--- src/rtl/rv_mem_pkg.sv ---
// rtl/rv_mem_pkg.sv - shared instruction-memory geometry and loader state encoding
package rv_mem_pkg;

  // Byte-organised instruction memory: 512 cells, 9-bit byte address
  localparam int IMEM_ADDR_W = 9;
  localparam int IMEM_DEPTH  = 512;

  // Boot loader sequencing
  typedef enum logic [1:0] {
    IDLE  = 2'd0,
    LOAD  = 2'd1,
    FLUSH = 2'd2,
    DONE  = 2'd3
  } ldr_state_e;

endpackage

--- src/rtl/imem_loader.sv ---
// rtl/imem_loader.sv - boot-time byte-stream writer for the instruction memory
module imem_loader
  import rv_mem_pkg::*;
#(
  parameter int ADDR_W = IMEM_ADDR_W,
  parameter int DEPTH  = IMEM_DEPTH
) (
  input  logic              clk,
  input  logic              rst_n,
  input  logic              start,
  input  logic [ADDR_W:0]   length,
  input  logic              s_valid,
  input  logic [7:0]        s_data,
  output logic              s_ready,
  output logic              mem_we,
  output logic [ADDR_W-1:0] mem_addr,
  output logic [7:0]        mem_wdata,
  output logic              busy,
  output logic              done,
  output logic              err,
  output logic [7:0]        checksum,
  output logic              core_hold
);

  // Counter and length need one extra bit so that a full DEPTH image is representable
  localparam int LEN_W = ADDR_W + 1;

  ldr_state_e        state_q, state_d;
  logic [LEN_W-1:0]  cnt_q, cnt_d;
  logic [LEN_W-1:0]  len_q, len_d;
  logic              mem_we_q, mem_we_d;
  logic [ADDR_W-1:0] mem_addr_q, mem_addr_d;
  logic [7:0]        mem_wdata_q, mem_wdata_d;
  logic              busy_q, busy_d;
  logic              done_q, done_d;
  logic              err_q, err_d;
  logic [7:0]        checksum_q, checksum_d;
  logic              core_hold_q, core_hold_d;

  logic              len_ok;
  logic              hs;

  // s_ready is the only combinational output: open while bytes remain in LOAD
  assign s_ready = (state_q == LOAD) && (cnt_q < len_q);
  assign hs      = s_valid && s_ready;
  assign len_ok  = (length != '0) && (length <= LEN_W'(DEPTH));

  // Next-state and next-output decode for the load sequence
  always_comb begin
    state_d     = state_q;
    cnt_d       = cnt_q;
    len_d       = len_q;
    mem_we_d    = 1'b0;
    mem_addr_d  = mem_addr_q;
    mem_wdata_d = mem_wdata_q;
    busy_d      = busy_q;
    done_d      = done_q;
    err_d       = err_q;
    checksum_d  = checksum_q;
    core_hold_d = core_hold_q;

    case (state_q)
      IDLE, DONE: begin
        if (start) begin
          if (len_ok) begin
            state_d     = LOAD;
            len_d       = length;
            cnt_d       = '0;
            checksum_d  = 8'h00;
            err_d       = 1'b0;
            core_hold_d = 1'b1;
            done_d      = 1'b0;
            busy_d      = 1'b1;
          end else begin
            // Rejected start: the core stays in whatever hold state it was in
            state_d = IDLE;
            err_d   = 1'b1;
            done_d  = 1'b0;
            busy_d  = 1'b0;
          end
        end
      end

      LOAD: begin
        if (hs) begin
          mem_we_d    = 1'b1;
          mem_addr_d  = cnt_q[ADDR_W-1:0];
          mem_wdata_d = s_data;
          cnt_d       = cnt_q + LEN_W'(1);
          checksum_d  = checksum_q + s_data;
          if (cnt_q + LEN_W'(1) == len_q) begin
            state_d = FLUSH;
          end
        end
      end

      FLUSH: begin
        // Final strobe is on the bus this cycle; release the core next cycle
        state_d     = DONE;
        done_d      = 1'b1;
        busy_d      = 1'b0;
        core_hold_d = 1'b0;
      end

      default: begin
        state_d = IDLE;
      end
    endcase
  end

  // State and registered outputs; reset abandons any partial image
  always_ff @(posedge clk or negedge rst_n) begin
    if (!rst_n) begin
      state_q     <= IDLE;
      cnt_q       <= '0;
      len_q       <= '0;
      mem_we_q    <= 1'b0;
      mem_addr_q  <= '0;
      mem_wdata_q <= 8'h00;
      busy_q      <= 1'b0;
      done_q      <= 1'b0;
      err_q       <= 1'b0;
      checksum_q  <= 8'h00;
      core_hold_q <= 1'b1;
    end else begin
      state_q     <= state_d;
      cnt_q       <= cnt_d;
      len_q       <= len_d;
      mem_we_q    <= mem_we_d;
      mem_addr_q  <= mem_addr_d;
      mem_wdata_q <= mem_wdata_d;
      busy_q      <= busy_d;
      done_q      <= done_d;
      err_q       <= err_d;
      checksum_q  <= checksum_d;
      core_hold_q <= core_hold_d;
    end
  end

  assign mem_we    = mem_we_q;
  assign mem_addr  = mem_addr_q;
  assign mem_wdata = mem_wdata_q;
  assign busy      = busy_q;
  assign done      = done_q;
  assign err       = err_q;
  assign checksum  = checksum_q;
  assign core_hold = core_hold_q;

endmodule
--- config.mk ---
export PLATFORM = sky130hd
export DESIGN_NAME = imem_loader
export DESIGN_NICKNAME = d
export VERILOG_FILES = /design/src/rtl/rv_mem_pkg.sv /design/src/rtl/imem_loader.sv
export SDC_FILE = /design/constraint.sdc
export NUM_CORES = 1
export LEC_CHECK = 0
export CORE_MARGIN = 4
export CORE_UTILIZATION = 30
export CTS_CLUSTER_SIZE = 12
export DETAILED_ROUTE_END_ITERATION = 6
export GPL_TIMING_DRIVEN = 0
export HOLD_SLACK_MARGIN = 0.03
export PLACE_DENSITY = 0.56
export SYNTH_ARGS = -nofsm -noshare
export SYNTH_HDL_FRONTEND = slang
export SYNTH_SLANG_ARGS = --single-unit
--- constraint.sdc ---
create_clock -name clk -period 3.5 [get_ports clk]
set_input_delay 0.35 -clock clk [delete_from_list [all_inputs] [get_ports clk]]
set_output_delay 0.35 -clock clk [all_outputs]
set_load 0.02 [all_outputs]
; ---- Yosys cells after proc, flatten, opt, wreduce, memory -nomap -nowiden
; Cells that the tools add are included.
[totals]
register_bits = 52
latchBits = 0
ram_bits = 0
mem_bits_ro = 0
memories = 0
[op_classes]
addsub = 2
mul = 0
div_mod_pow = 0
n_lt_le_gt_ge = 2
n_eq_ne = 8
shift = 0
mux = 24
n_bitwise = 0
n_reduce_logical = 15
[op_table]
columns = cell, n
row1 = 10-bit 2-to-1 mux, 3
row2 = 8-bit 2-to-1 mux, 3
row3 = 10-bit one-hot mux with 2 select lines, 1
row4 = 8-bit one-hot mux with 2 select lines, 1
row5 = 10-bit by 1-bit adder with 10-bit output (second input constant), 1
row6 = 10-bit equality test, 1
row7 = 10-bit <= comparator (second input constant), 1
row8 = 10-bit less-than comparator, 1
row9 = 10-bit nonzero test, 1
row10 = 1-bit 2-to-1 mux, 9
row11 = 3-bit AND reduction, 3
row12 = 8-bit adder, 1
row13 = 2-bit 2-to-1 mux, 3
row14 = 2-bit inequality test (second input constant), 3
row15 = 1-bit one-hot mux with 2 select lines, 3
row16 = 2-bit one-hot mux with 3 select lines, 1
row17 = 2-bit AND reduction, 3
row18 = 2-bit equality test (second input constant), 2
row19 = 4-bit AND reduction, 1
row20 = 2-bit nonzero test, 2
row21 = 1-bit logical AND, 3
row22 = 2-bit by 1-bit equality test with 1-bit output (second input constant), 1
row23 = 2-bit logical NOT, 1
row24 = 2-bit by 1-bit inequality test with 1-bit output (second input constant), 1
row25 = 2-bit OR reduction, 1

; ---- Logic depth before layout (Yosys ltp)
; Gate-level depths: netlist (run 1).
[logic_depth]
ltp_word = 5
depth_mapped = 11
depth_no_buf = 9

; ---- Worst setup path before layout (run 1)
; OpenSTA, ideal clock, no wires.
[synth_path]
path_type = register to register
startpoint = reg cnt_q[7]
endpoint = reg checksum_q[7] (netlist: checksum[7])
setup_ns = 0.069
t_arrival_ns = 2.525
required_time_ns = 3.431
slack_ns = 0.906
path_stages_with_launch = 10
path_buffers = 1
period_less_slack_ns = 2.594
cell_sequence = dfrtp_1 ha_1 a21o_1 a21o_1 a211o_1 a211oi_1 o22ai_2 buf_6 or4_1 nand3_1
[synth_via]
elab_chain_cells = 5
[synth_lines]
columns = item, line
row1 = "start, declared", imem_loader.sv:29  ; logic [LEN_W-1:0] cnt_q, cnt_d;
row2 = "start signal, assigned", imem_loader.sv:127  ; cnt_q <= cnt_d;
row3 = 10-bit less-than comparator, imem_loader.sv:44  ; assign s_ready = (state_q == LOAD) && (cnt_q < len_q);
row4 = 1-bit logical AND, imem_loader.sv:44
row5 = 1-bit logical AND, imem_loader.sv:45  ; assign hs = s_valid && s_ready;
row6 = 2-bit inequality test (no line), n/a
row7 = 4-bit AND reduction (no line), n/a
row8 = "end signal, assigned", imem_loader.sv:135  ; checksum_q <= checksum_d;
row9 = "end, declared", imem_loader.sv:37  ; logic [7:0] checksum_q, checksum_d;
; Every way passes these cells.
; A chain may end at the register's enable or synchronous reset.

; ---- Worst setup path in the final report (run 1)
[layout_path]
startpoint = reg cnt_q[0]
endpoint = reg state_q[1]
[layout_via]
elab_chain_cells = 5
elab_cells_between_ends = 8
[layout_lines]
columns = item, line
row1 = branches (longest 4 deep; another with 10-bit by 1-bit adder with 10-bit output), n/a
row2 = 3-bit AND reduction (no line) *, n/a
row3 = "end signal, assigned", imem_loader.sv:126  ; state_q <= state_d;
row4 = "end, declared", imem_loader.sv:28  ; ldr_state_e state_q, state_d;
; Mark *: on every way between the ends.

==> flow_summary.ini, run 1 <==
[timing]
final.min_clock_period_ns = 3.11
fin_crit_sh_pct = 89.0
finalClockSkew_ns = 0.0131
worst_slew_pin_slew_ns = 0.775
hold_viol_final = 0
relSlewSlack_pct = 48.4
drv_slew = 0
setup_viol = 0
rsz0062_at_grt = no
max_freq_ghz = 0.321
tns_ns = 0

[clock_tree]
cts_tree = built
root_buffer = clkbuf_8
cts_resized = 0
cts_hold_buf = 0
clkTransAtPathRegs_ns = 0.10
h-tree-depth = 2
cts_buffers = 5
cts_buffer_depth = 2
postCtsSetupBuffers = 0
clkLatencyLatePin_ns = 0.31
numClockSinks = 52

[floorplan]
io_pins = 53
start_util_pct = 31.0
core_um2 = 9820
die_area_um2 = 11800
rows = 36
die_w_um = 109
die-height_um = 109

[cells_and_area]
final_cell_mix = dfrtp_1, clkdlybuf4s50_1, nand2_1
layout-drive-gt1-share_pct = 9.69
final_cells = 515
register_area_um2 = 1300
multi_input_area_um2 = 1580
final_nets = 425
nFillCells = 1041
final_util_pct = 39.0
area_growth_pct = 26.0
n_antenna_cell = 0

[place]
hpwlAfterDp_mm = 5.78
io_buffers = 52
dp.cells = 508
gp_congestion = 0.920

[logic_synthesis]
async_flop_share_pct = 100
ys_warn_count = 0
syn_avg_cell_area_um2 = 9.45
synthAdderAreaFrac_pct = 8.89
synthXorXnorAreaFrac_pct = 4.61
synth_compound_area_share_pct = 16.0
syn_inst = 322
ys_types = 47
yosys.area_share.simple_pct = 15.9
synth_mux_area_share_pct = 6.66
synth_nets = 365
synth_edf_count = 0
ys.flop_type = dfrtp_1
synth-seq-cells = 52
synth_top_family_by_area = compound AO/OA/AOI/OAI gates
ys_seq_area_share_pct = 42.8
syn-cell-area_um2 = 3040

[global_route]
grt_usage_pct = 14.0
antenna_found_initial = 0
grt_pass1_wl_mm = 13.2
grt_pass1_vias = 2645
grt.overflow.total = 0
grt_max_degree = 31

[route]
drtAntennaViolNets = 0
wl_per_cell_um = 14.5
drt_first_pass_iters = 4
vias_per_cell = 4.97
drc_errors = 0
vias = 2557
first_iter_violations = 56
drt-total-wl_mm = 7.49

[setup_path]
cp_num_buf_inv = 1
path_delay_family = simple AND/OR/NAND/NOR gates
cp.arrival_ns = 3.33
crit_chain = ha_1 > clkbuf_1 > and3_1 > nand3_1 > xnor2_1 > or4_1 > nor4_1 > a31oi_1 > o22ai_1
slowest_stage = nor4_1
endpoint_kind = register
cpPeakStageDelay_ns = 0.58
required_ns = 3.72
critPathKind = reg2reg
startpoint_type = register
crit_fanout = 9

[run]
drv_cap = 0

[power_and_ir_drop]
leakage_uw = 0.00165
ir_worst_vdd_mv = 0.320
power_density_nw_per_um2 = 677

[worst_hold_path]
hp-class = in2async

[run_status]
status = complete, no violations
==> Yosys cell counts (3+ instances only) <==
library cell	number	area (um2)
a211oi_1	3	22.5
nor2_1	17	63.8
ha_1	20	250
o22ai_1	3	18.8
a21oi_1	13	65.1
xnor2_1	10	87.6
a31oi_1	4	25.0
inv_1	23	86.3
nor2b_1	3	18.8
clkbuf_1	11	41.3
or3_1	3	18.8
xor2_1	6	52.6
nand2_1	38	143
a21o_1	5	37.5
mux2_2	18	203
o31ai_1	6	45.0
o221ai_1	3	26.3
nor3_1	5	25.0
buf_2	3	15.0
dfrtp_1	51	1280
o21ai_0	33	165
nand3_1	12	60.1
==> routing by layer <==
| metal | vias to the layer above | track usage, % | wire [um] |
|---|---|---|---|
| li1 | 1255 | - | - |
| met1 | 1240 | 18.7 | 3350 |
| met2 | 53 | 23.1 | 3690 |
| met3 | 9 | 2.84 | 347 |
| met4 | 0 | 3.88 | 103 |
| met5 | - | 0 | 0 |
==> report_power, final <==
part / internal, uW / leakage [uW] / switching (uW) / total (uW)
Clock: 136 / 0.0000400 / 206 / 342
Combinational: 592 / 0.000937 / 717 / 1310
Sequential: 792 / 0.000674 / 150 / 942
==> cells by family (layout without fill, tap and decap cells) <==
family,Yosys count,count (layout)
xor gates and xnor gates,16,16
adders and majority gates,21,21
AOI/OAI and AO/OA,79,79
buffers and inverters,39,99
and+or+nand+nor,97,97
DFF,52,52
muxes,18,18
==> path summary, 6_finish.rpt <==
check	from	to	slack, ns	cells after the start
max	cnt_q[0]	state_q[1]	0.39	9
min reg2reg	mem_addr[2]	mem_addr[2]	0.51	1
min	rst_n	mem_wdata[5]	0.11	1
min in group clk	mem_addr[2]	mem_addr[2]	0.51	1
max in group asynchronous	rst_n	busy	2.81	2
max reg2reg	cnt_q[0]	state_q[1]	0.39	9
==> flip-flops by register name, summed over array words and instances, names as in the netlist <==
signal,flops
len_q,10
err,1
busy,1
state_q,2
mem_wdata,8
mem_we,1
cnt_q,10
checksum,8
mem_addr,9
core_hold,1
done,1
==> area by class of cell <==
cell class,instances,share of cell area [%]
clock inverters,2,0.326
multi-input cells,231,41.3
flip-flops and latches,52,34.0
repair buffers,53,14.2
clock buffers,5,1.80
inverters,23,2.25
well taps,133,4.34
plain buffers,16,1.86
==> through the flow <==
stage                     cell area [um2]  setup WS [ns]  hold WS [ns]  power [uW]
final                                3830          0.386         0.106        2590
after detailed placement             3750          0.449         0.483        2280
after global placement               3730          0.357         0.493        2240
after global routing                 3830          0.157         0.170        2830
after floorplan                      3040          0.906        0.0544        1770
after CTS                            3830          0.409         0.137        2640
Note: power is estimated with default switching activity, not from simulation.
==> run 2: changes to the inputs <==
clock period = 3.1 ns   (was 3.5 ns; I/O delays follow)
==> flow_summary.ini, run 2 (same netlist as run 1, synthesis figures left out) <==
[run]
drv_cap = 0

[route]
vias_per_cell = 4.96
first_iter_violations = 58
drtAntennaViolNets = 0
vias = 2548
drt_first_pass_iters = 4
drc_errors = 0
wl_per_cell_um = 14.6
drt-total-wl_mm = 7.52

[setup_path]
crit_fanout = 10
critPathKind = reg2reg
required_ns = 3.30
endpoint_kind = register
endpoint = mem_addr[7]
cp.arrival_ns = 3.08
regToRegSetupSlack_ns = 0.22
r2r_end = mem_addr[7]
setup.worst_path.start = cnt_q[7]
r2r_cells = 7
r2r-start = cnt_q[7]
startpoint_type = register

[timing]
whs_ns = 0.0688
rsz0062_at_grt = no
setup_ws_ns = 0.218
finalClockSkew_ns = 0.0125
setup_viol = 0
hold_viol_final = 0
drv_slew = 0
final.min_clock_period_ns = 2.88
worst_slew_pin_slew_ns = 0.781
fin_crit_sh_pct = 93.0
relSlewSlack_pct = 47.9
max_freq_ghz = 0.347

[global_route]
grt_pass1_wl_mm = 13.2
grt_max_degree = 31
grt_usage_pct = 14.0
grt.overflow.total = 0
antenna_found_initial = 0
grt_pass1_vias = 2645

[power_and_ir_drop]
internal-power_uw = 1720
leakage_uw = 0.00165
switchingPower_uw = 1220
power_density_nw_per_um2 = 765
switching_share_pct = 41.5
ir_worst_vdd_mv = 0.361
p_comb_share_pct = 50.6
p_clk_share_pct = 13.2
pwr-share-seq_pct = 36.2
finalPower_uw = 2940

[cells_and_area]
layout-drive-gt1-share_pct = 10.2
final_cell_mix = dfrtp_1, clkdlybuf4s50_1, nand2_1
n_antenna_cell = 0
final_cells = 514
area_growth_pct = 26.2
fin_area_um2 = 3840
final_nets = 424

[worst_hold_path]
hp-class = in2async

[clock_tree]
cts_hold_buf = 0
postCtsSetupBuffers = 0
clkLatencyLatePin_ns = 0.31
cts_resized = 0
cts_buffers = 5
cts_buffer_depth = 2
h-tree-depth = 2
numClockSinks = 52
root_buffer = clkbuf_8
clkTransAtPathRegs_ns = 0.10
cts_tree = built

[floorplan]
io_pins = 53
rows = 36
core_um2 = 9820
die-height_um = 109
die_w_um = 109
start_util_pct = 31.0
die_area_um2 = 11800

[place]
dp_slack_ns = 0.0487
io_buffers = 52
hpwlAfterDp_mm = 5.78
dp.cells = 508
postPlaceCellArea_um2 = 3750
gp_congestion = 0.920

[run_status]
status = complete, no violations
==> run 2: changes by cell type in the layout (fill, tap and decap cells not counted), sizes merged <==
cell    change
clkbuf      -1
==> run 2: worst min path at each step <==
stage | cells past startpoint | from | to
4_1_cts | 1 | rst_n | mem_wdata[5]
2_1_floorplan | 0 | rst_n | busy
6_report | 1 | rst_n | mem_wdata[5]
3_5_place_dp | 1 | rst_n | mem_we
3_3_place_gp | 1 | mem_wdata[2] | mem_wdata[2]
5_1_grt | 1 | rst_n | mem_wdata[5]
==> run 2: through the flow <==
stage | setup TNS, ns | utilization, %
3_5_place_dp | 0 | 38.2
6_report | 0 | 39.1
2_1_floorplan | 0 | -
4_1_cts | 0 | 39.0
5_1_grt | 0 | 39.1
3_3_place_gp | -0.0621 | 38.0
==> run 2: area by class of cell <==
class	count	area, um2
sequential	52	1300
buffer	15	67.6
multi-input combinational	231	1590
fill	1040	5980
tap	133	166
timing repair buffer	53	543
inverter	23	86.3
clock inverter	2	12.5
clock buffer	5	68.8
==> run 2: power groups by stage <==
stage	clock (uW)	combinational, uW	sequential [uW]
floorplan	0	807	1190
global placement	0	1460	1070
detailed placement	0	1490	1080
CTS	407	1500	1070
global route	434	1660	1100
finish	386	1490	1060
==> run 2: critical path, cell delays in order (launching register included) <==
cell      delay (ns)
dfrtp_1         0.50
ha_1            0.35
a21o_1          0.16
a21o_1          0.17
a211o_1         0.31
a211oi_2        0.34
clkbuf_1        0.54
mux2_2          0.40
==> run 2: layer usage <==
metal	share of wire, %	global-route usage (%)	vias to the layer above
met3	4.2	2.84	8
li1	-	-	1253
met2	49	23.1	51
met4	1.2	3.88	0
met5	0	0	-
met1	45	18.7	1236
